### config.mk
export PLATFORM = sky130hd
export DESIGN_NAME = param_loader
export DESIGN_NICKNAME = d
export VERILOG_FILES = /design/src/rtl/param_loader_pkg.sv /design/src/rtl/param_loader.sv
export SDC_FILE = /design/constraint.sdc
export NUM_CORES = 1
export LEC_CHECK = 0
export ABC_AREA = 1
export CAP_MARGIN = 10
export CORE_MARGIN = 1
export CORE_UTILIZATION = 45
export DETAILED_ROUTE_END_ITERATION = 8
export GPL_ROUTABILITY_DRIVEN = 0
export MAX_ROUTING_LAYER = met4
export PLACE_DENSITY = 0.79
export SLEW_MARGIN = 20
export SYNTH_ARGS = -nofsm -noshare
export SYNTH_HDL_FRONTEND = slang
export SYNTH_SLANG_ARGS = --single-unit
export TNS_END_PERCENT = 5
### constraint.sdc
create_clock -name clk -period 3.25 [get_ports clk]
set_input_delay 0.325 -clock clk [delete_from_list [all_inputs] [get_ports clk]]
set_output_delay 0.325 -clock clk [all_outputs]
set_load 0.01 [all_outputs]
### src/rtl/param_loader_pkg.sv
// param_loader_pkg: shared definitions for the CNN parameter loader.
// Holds the loader state encoding and the default RAM address of the
// filter-start-offset header (high byte; the low byte follows it).
package param_loader_pkg;

  // Default RAM address of the filter-start-offset high byte.
  localparam int HDR_OFS_ADDR_DEF = 2;

  typedef enum logic [2:0] {
    IDLE      = 3'd0,
    RD_HI     = 3'd1,
    RD_LO     = 3'd2,
    RD_CAP    = 3'd3,
    WAIT_WORD = 3'd4,
    WR_HI     = 3'd5,
    WR_LO     = 3'd6,
    FIN       = 3'd7
  } state_e;

endpackage

### src/rtl/param_loader.sv
// param_loader: streams 16-bit big-endian CNN parameter words into a byte RAM
// starting at a 16-bit offset read from the RAM header. Image streams (cnn=0)
// are ignored.
// Ports: clk/RST (async active-high), load/cnn window control, din/din_valid/
//   din_ready word input, ram_addr/ram_wdata/ram_rdata/ram_rd/ram_wr RAM port,
//   busy/done/overflow/byte_count status.
// Optional: define PARAM_LOADER_CHECKSUM_EN to add checksum[15:0], the
//   mod-2^16 sum of words accepted in the current window.
module param_loader
  import param_loader_pkg::*;
#(
  parameter int ADDR_W       = 16,
  parameter int HDR_OFS_ADDR = HDR_OFS_ADDR_DEF
) (
  input  logic              clk,
  input  logic              RST,
  input  logic              load,
  input  logic              cnn,
  input  logic [15:0]       din,
  input  logic              din_valid,
  output logic              din_ready,
  output logic [ADDR_W-1:0] ram_addr,
  output logic [7:0]        ram_wdata,
  input  logic [7:0]        ram_rdata,
  output logic              ram_rd,
  output logic              ram_wr,
  output logic              busy,
  output logic              done,
  output logic              overflow,
  output logic [15:0]       byte_count
`ifdef PARAM_LOADER_CHECKSUM_EN
  ,
  output logic [15:0]       checksum
`endif
);

  localparam logic [ADDR_W-1:0] ADDR_MAX = '1;

  state_e            state_q, state_d;
  logic [ADDR_W-1:0] ptr_q, ptr_d;
  logic [7:0]        ofs_hi_q, ofs_hi_d;
  logic [7:0]        lo_q, lo_d;       // low byte of the word in flight
  logic              full_q, full_d;   // last RAM address already written
  logic              ovf_q, ovf_d;
  logic [15:0]       cnt_q, cnt_d;
  logic [ADDR_W-1:0] addr_q, addr_d;
  logic [7:0]        wdata_q, wdata_d;
  logic              rd_q, rd_d;
  logic              wr_q, wr_d;
  logic              done_q, done_d;
`ifdef PARAM_LOADER_CHECKSUM_EN
  logic [15:0]       csum_q, csum_d;
`endif

  // RAM strobes/address/data are registered against the next state, so they
  // are valid during the state they belong to.
  always_comb begin
    state_d  = state_q;
    ptr_d    = ptr_q;
    ofs_hi_d = ofs_hi_q;
    lo_d     = lo_q;
    full_d   = full_q;
    ovf_d    = ovf_q;
    cnt_d    = cnt_q;
    addr_d   = addr_q;
    wdata_d  = wdata_q;
    rd_d     = 1'b0;
    wr_d     = 1'b0;
`ifdef PARAM_LOADER_CHECKSUM_EN
    csum_d   = csum_q;
`endif

    // Bookkeeping for the byte written (or suppressed) in WR_HI/WR_LO.
    if (state_q == WR_HI || state_q == WR_LO) begin
      if (wr_q) begin
        if (cnt_q != 16'hFFFF) cnt_d = cnt_q + 16'd1;
        // Hold the pointer at the top address; later bytes are dropped.
        if (ptr_q == ADDR_MAX) full_d = 1'b1;
        else                   ptr_d  = ptr_q + ADDR_W'(1);
      end else begin
        ovf_d = 1'b1;
      end
    end

    case (state_q)
      IDLE: begin
        if (load && cnn) begin
          state_d = RD_HI;
          addr_d  = ADDR_W'(HDR_OFS_ADDR);
          rd_d    = 1'b1;
        end
      end
      RD_HI: begin
        if (!load) begin
          state_d = FIN;
        end else begin
          state_d = RD_LO;
          addr_d  = ADDR_W'(HDR_OFS_ADDR + 1);
          rd_d    = 1'b1;
        end
      end
      RD_LO: begin
        ofs_hi_d = ram_rdata;
        state_d  = load ? RD_CAP : FIN;
      end
      RD_CAP: begin
        ptr_d  = ADDR_W'({ofs_hi_q, ram_rdata});
        cnt_d  = 16'd0;
        full_d = 1'b0;
`ifdef PARAM_LOADER_CHECKSUM_EN
        csum_d = 16'd0;
`endif
        state_d = load ? WAIT_WORD : FIN;
      end
      WAIT_WORD: begin
        if (!load) begin
          state_d = FIN;
        end else if (din_valid) begin
          // din_ready is high here, so this is an accepted word.
          lo_d    = din[7:0];
          addr_d  = ptr_q;
          wdata_d = din[15:8];
          wr_d    = !full_q;
          state_d = WR_HI;
`ifdef PARAM_LOADER_CHECKSUM_EN
          csum_d  = csum_q + din;
`endif
        end
      end
      WR_HI: begin
        addr_d  = ptr_d;
        wdata_d = lo_q;
        wr_d    = !full_d;
        state_d = WR_LO;
      end
      WR_LO: begin
        state_d = load ? WAIT_WORD : FIN;
      end
      FIN: begin
        state_d = IDLE;
      end
      default: begin
        state_d = IDLE;
      end
    endcase

    done_d = (state_d == FIN);
  end

  always_ff @(posedge clk or posedge RST) begin
    if (RST) begin
      state_q  <= IDLE;
      ptr_q    <= '0;
      ofs_hi_q <= 8'd0;
      lo_q     <= 8'd0;
      full_q   <= 1'b0;
      ovf_q    <= 1'b0;
      cnt_q    <= 16'd0;
      addr_q   <= '0;
      wdata_q  <= 8'd0;
      rd_q     <= 1'b0;
      wr_q     <= 1'b0;
      done_q   <= 1'b0;
`ifdef PARAM_LOADER_CHECKSUM_EN
      csum_q   <= 16'd0;
`endif
    end else begin
      state_q  <= state_d;
      ptr_q    <= ptr_d;
      ofs_hi_q <= ofs_hi_d;
      lo_q     <= lo_d;
      full_q   <= full_d;
      ovf_q    <= ovf_d;
      cnt_q    <= cnt_d;
      addr_q   <= addr_d;
      wdata_q  <= wdata_d;
      rd_q     <= rd_d;
      wr_q     <= wr_d;
      done_q   <= done_d;
`ifdef PARAM_LOADER_CHECKSUM_EN
      csum_q   <= csum_d;
`endif
    end
  end

  // Ready follows load directly so a falling load stops acceptance at once.
  assign din_ready  = (state_q == WAIT_WORD) && load;
  assign busy       = (state_q != IDLE);
  assign ram_addr   = addr_q;
  assign ram_wdata  = wdata_q;
  assign ram_rd     = rd_q;
  assign ram_wr     = wr_q;
  assign done       = done_q;
  assign overflow   = ovf_q;
  assign byte_count = cnt_q;
`ifdef PARAM_LOADER_CHECKSUM_EN
  assign checksum   = csum_q;
`endif

endmodule

==> run_results.csv <==
group,metric,value,unit
die,fp.dieH,99.1,um
setup_path,crit_chain,"inv_2 -> nand2_1 -> nor2_1 -> buf_4 -> inv_1 -> nor2_1 -> clkdlybuf4s50_1",
pwr,cellLeakagePower,2.49,nW
final_layout,layout-drive-gt1-share,0.0611,
timing,maxSlewViolCount,0,
final_layout,n_antenna_cell,0,
grt,grt_pass1_vias,4067,
final_layout,syn2layout_area_growth,24.5,%
clock_tree,cts_root_buf,"clkbuf_8",
setup_path,cp_max_fo,14,
pwr,power,4.14,mW
logic_synthesis,synth_edf_count,0,
die,ios,75,
clock_tree,cts.sinks,80,
logic_synthesis,netlist_instances,577,
final_layout,fin_nets,681,
timing,max_freq,399,MHz
route,routedWlPerCell,14.4,um
job,cap_violations,0,
grt,grt_pass1_wl,18.5,mm
die,core_area,9200,um2
placed_design,place_ws,0.982,ns
timing,period_share,0.770,
grt,antenna_found_initial,0,
logic_synthesis,synth_area,4240,um2
final_layout,fin_util,0.574,
clock_tree,htreeDepth,3,
logic_synthesis,synth.most_common_cell,"nand2_1",
logic_synthesis,yosys_warnings,0,
timing,final.setup.tns,0,ns
logic_synthesis,synth_common_cells,"221 x nand2_1, 80 x dfrtp_1, 49 x nand3_1",
clock_tree,cts_tree,"yes",
clock_tree,post-cts-setup-buffer-count,0,
route,wl_met2,5.37,mm
die,fp.dieArea,9810,um2
route,via_per_inst,5.46,
logic_synthesis,ys_types,35,
setup_path,endpoint_kind,"output port",
clock_tree,cts_buffers,9,
setup_path,critical_path.most_common_cell,"nor2_1",
placed_design,dp_hpwl,8.02,mm
route,first_iter_violations,234,
clock_tree,ctsResizeCount,0,
timing,finalHoldViolCount,0,
setup_path,crit_arrival,2.18,ns
route,met1_length,4.78,mm
setup_path,reg2reg_depth,13,
timing,holdWs,0.389,ns
die,start_util,0.461,
setup_path,worstSetupPathType,"flop to output port",
min_path,holdCritPathClass,"input port to asynchronous set/reset pin",
setup_path,crit-reg2reg-launch,"ptr_q[0]",
grt,grt_start_max_net_pins,51,
logic_synthesis,synthArstFlopShare,1.00,
setup_path,rrSetupSlack,1.03,ns
timing,worst_pin_slew,0.786,ns
setup_path,slowest_stage,"clkdlybuf4s50_1",
setup_path,crit_family,"buffers and inverters",
clock_tree,clockBufferDepth,2,
setup_path,start_kind,"flop",
route,first_pass_iters,6,
setup_path,required,2.92,ns
grt,globalRouteOverflowTotal,0,
die,die-width,99.1,um
timing,finalSetupViolCount,0,
final_layout,layout.cells.non_filler,766,
route,drc,0,
timing,fin_crit,2.50,ns
logic_synthesis,ys_seq_elements,80,
route,num_vias,4185,
logic_synthesis,syn_nets,608,
logic_synthesis,synth_top_flop_cell,"dfrtp_1",
die,rows,35,
clock_tree,cts.clk_slew.worst_paths,0.08,ns
route,top_layer_used,"met4",
grt,gr-usage-all-layers,0.244,
route,drtAntennaViolNets,0,
placed_design,placed_area,5090,um2
logic_synthesis,postSynthAreaPerCell,7.35,um2
setup_path,path_buf_inv,4,
setup_path,cpPeakStageDelay,0.55,ns
pwr,cellPowerDensity,784,nW/um2
placed_design,dp.cells,750,
pwr,ir_worst_vdd,344,uV
timing,rsz0062_at_grt,"false",
logic_synthesis,synthTopCellsByArea,"dfrtp_1 47%, nand2_1 20%, nand3_1 5.8%",
timing,clock_skew,0.00818,ns
route,wl_met3,574,um
route,routed_wl,11.0,mm
logic_synthesis,synth_top_area_cell,"dfrtp_1",
timing,fin_ws,0.746,ns
final_layout,design_area,5280,um2
run_status,status,"complete, no violations",
timing,slew_headroom,0.475,
clock_tree,postCtsHoldBufs,0,
logic_synthesis,ys_seq_area_frac,0.472,
logic_synthesis,yosys.area.top_type_share,0.472,
clock_tree,clock_latency,0.35,ns
setup_path,r2r-end,"ram_addr[7]",
final_layout,fillCellCount,859,
placed_design,io_buffers,74,
[cells in the final DEF, fill, tap and decap left out, types with 2 or more instances in the layout]
cell type and n:
a21oi_1 10, a31oi_1 11, inv_1 46, clkinv_2 5, nor3_1 5, o21ai_0 31, dfrtp_1 80, clkdlybuf4s50_1 74
nor2_4 2, nand3_1 49, nand4_1 13, clkbuf_8 9, and3_1 3, inv_2 6, nand2_1 221, nor4_1 3
nor2_1 48, ha_1 2, nor3_2 3, buf_4 4, nand3b_1 5, xor2_1 2, o21ai_1 8
[registers in the layout, summed over array words and instances, names as in the netlist, 3 cells and up]
register,cells
ram_addr,16
ofs_hi_q,8
ram_wdata,8
byte_count,16
ptr_q,16
lo_q,8
state_q,3
[cell families (layout without fill, tap and decap cells)]
family | count (synthesis) | count (layout) | share of synthesized area
xor gates and xnor gates | 2 | 2 | 0.00413
AOI/OAI and AO/OA | 63 | 63 | 0.0794
adders and majority gates | 2 | 2 | 0.00590
buffers and inverters | 69 | 147 | 0.0646
DFF | 80 | 80 | 0.472
and+or+nand+nor | 361 | 361 | 0.374
[power by group]
group | switching [mW] | internal, mW | total (mW)
registers | 0.318 | 1.35 | 1.67
clock network | 0.359 | 0.348 | 0.707
logic | 1.08 | 0.677 | 1.76
total | 1.76 | 2.38 | 4.14
[how the worst max path moves through the flow]
| stage | from | endpoint | slack, ns | cells after the start |
|---|---|---|---|---|
| final | state_q[1] | din_ready | 0.75 | 7 |
| after global routing | state_q[1] | din_ready | 0.61 | 7 |
| after CTS | state_q[1] | din_ready | 0.76 | 7 |
| after detailed placement | load | ram_addr[1] | 0.98 | 7 |
| after global placement | load | ram_addr[1] | 1.11 | 7 |
| after floorplan | RST | byte_count[0] | 0.87 | 1 |
[layout make-up]
cell class | instances | area (um2) | area share
flip-flops and latches | 80 | 2000 | 0.379
multi-input cells | 428 | 1960 | 0.372
repair buffers | 79 | 791 | 0.150
inverters | 52 | 195 | 0.0370
well taps | 111 | 139 | 0.0263
clock buffers | 9 | 124 | 0.0235
clock inverters | 7 | 62.6 | 0.0119
[layer usage]
layer | up-vias | track usage
met3 | 32 | 0.0418
met4 | 0 | 0.101
met5 | - | -
met1 | 1996 | 0.299
met2 | 147 | 0.402
li1 | 2010 | -
(Power assumes the default switching activity.)
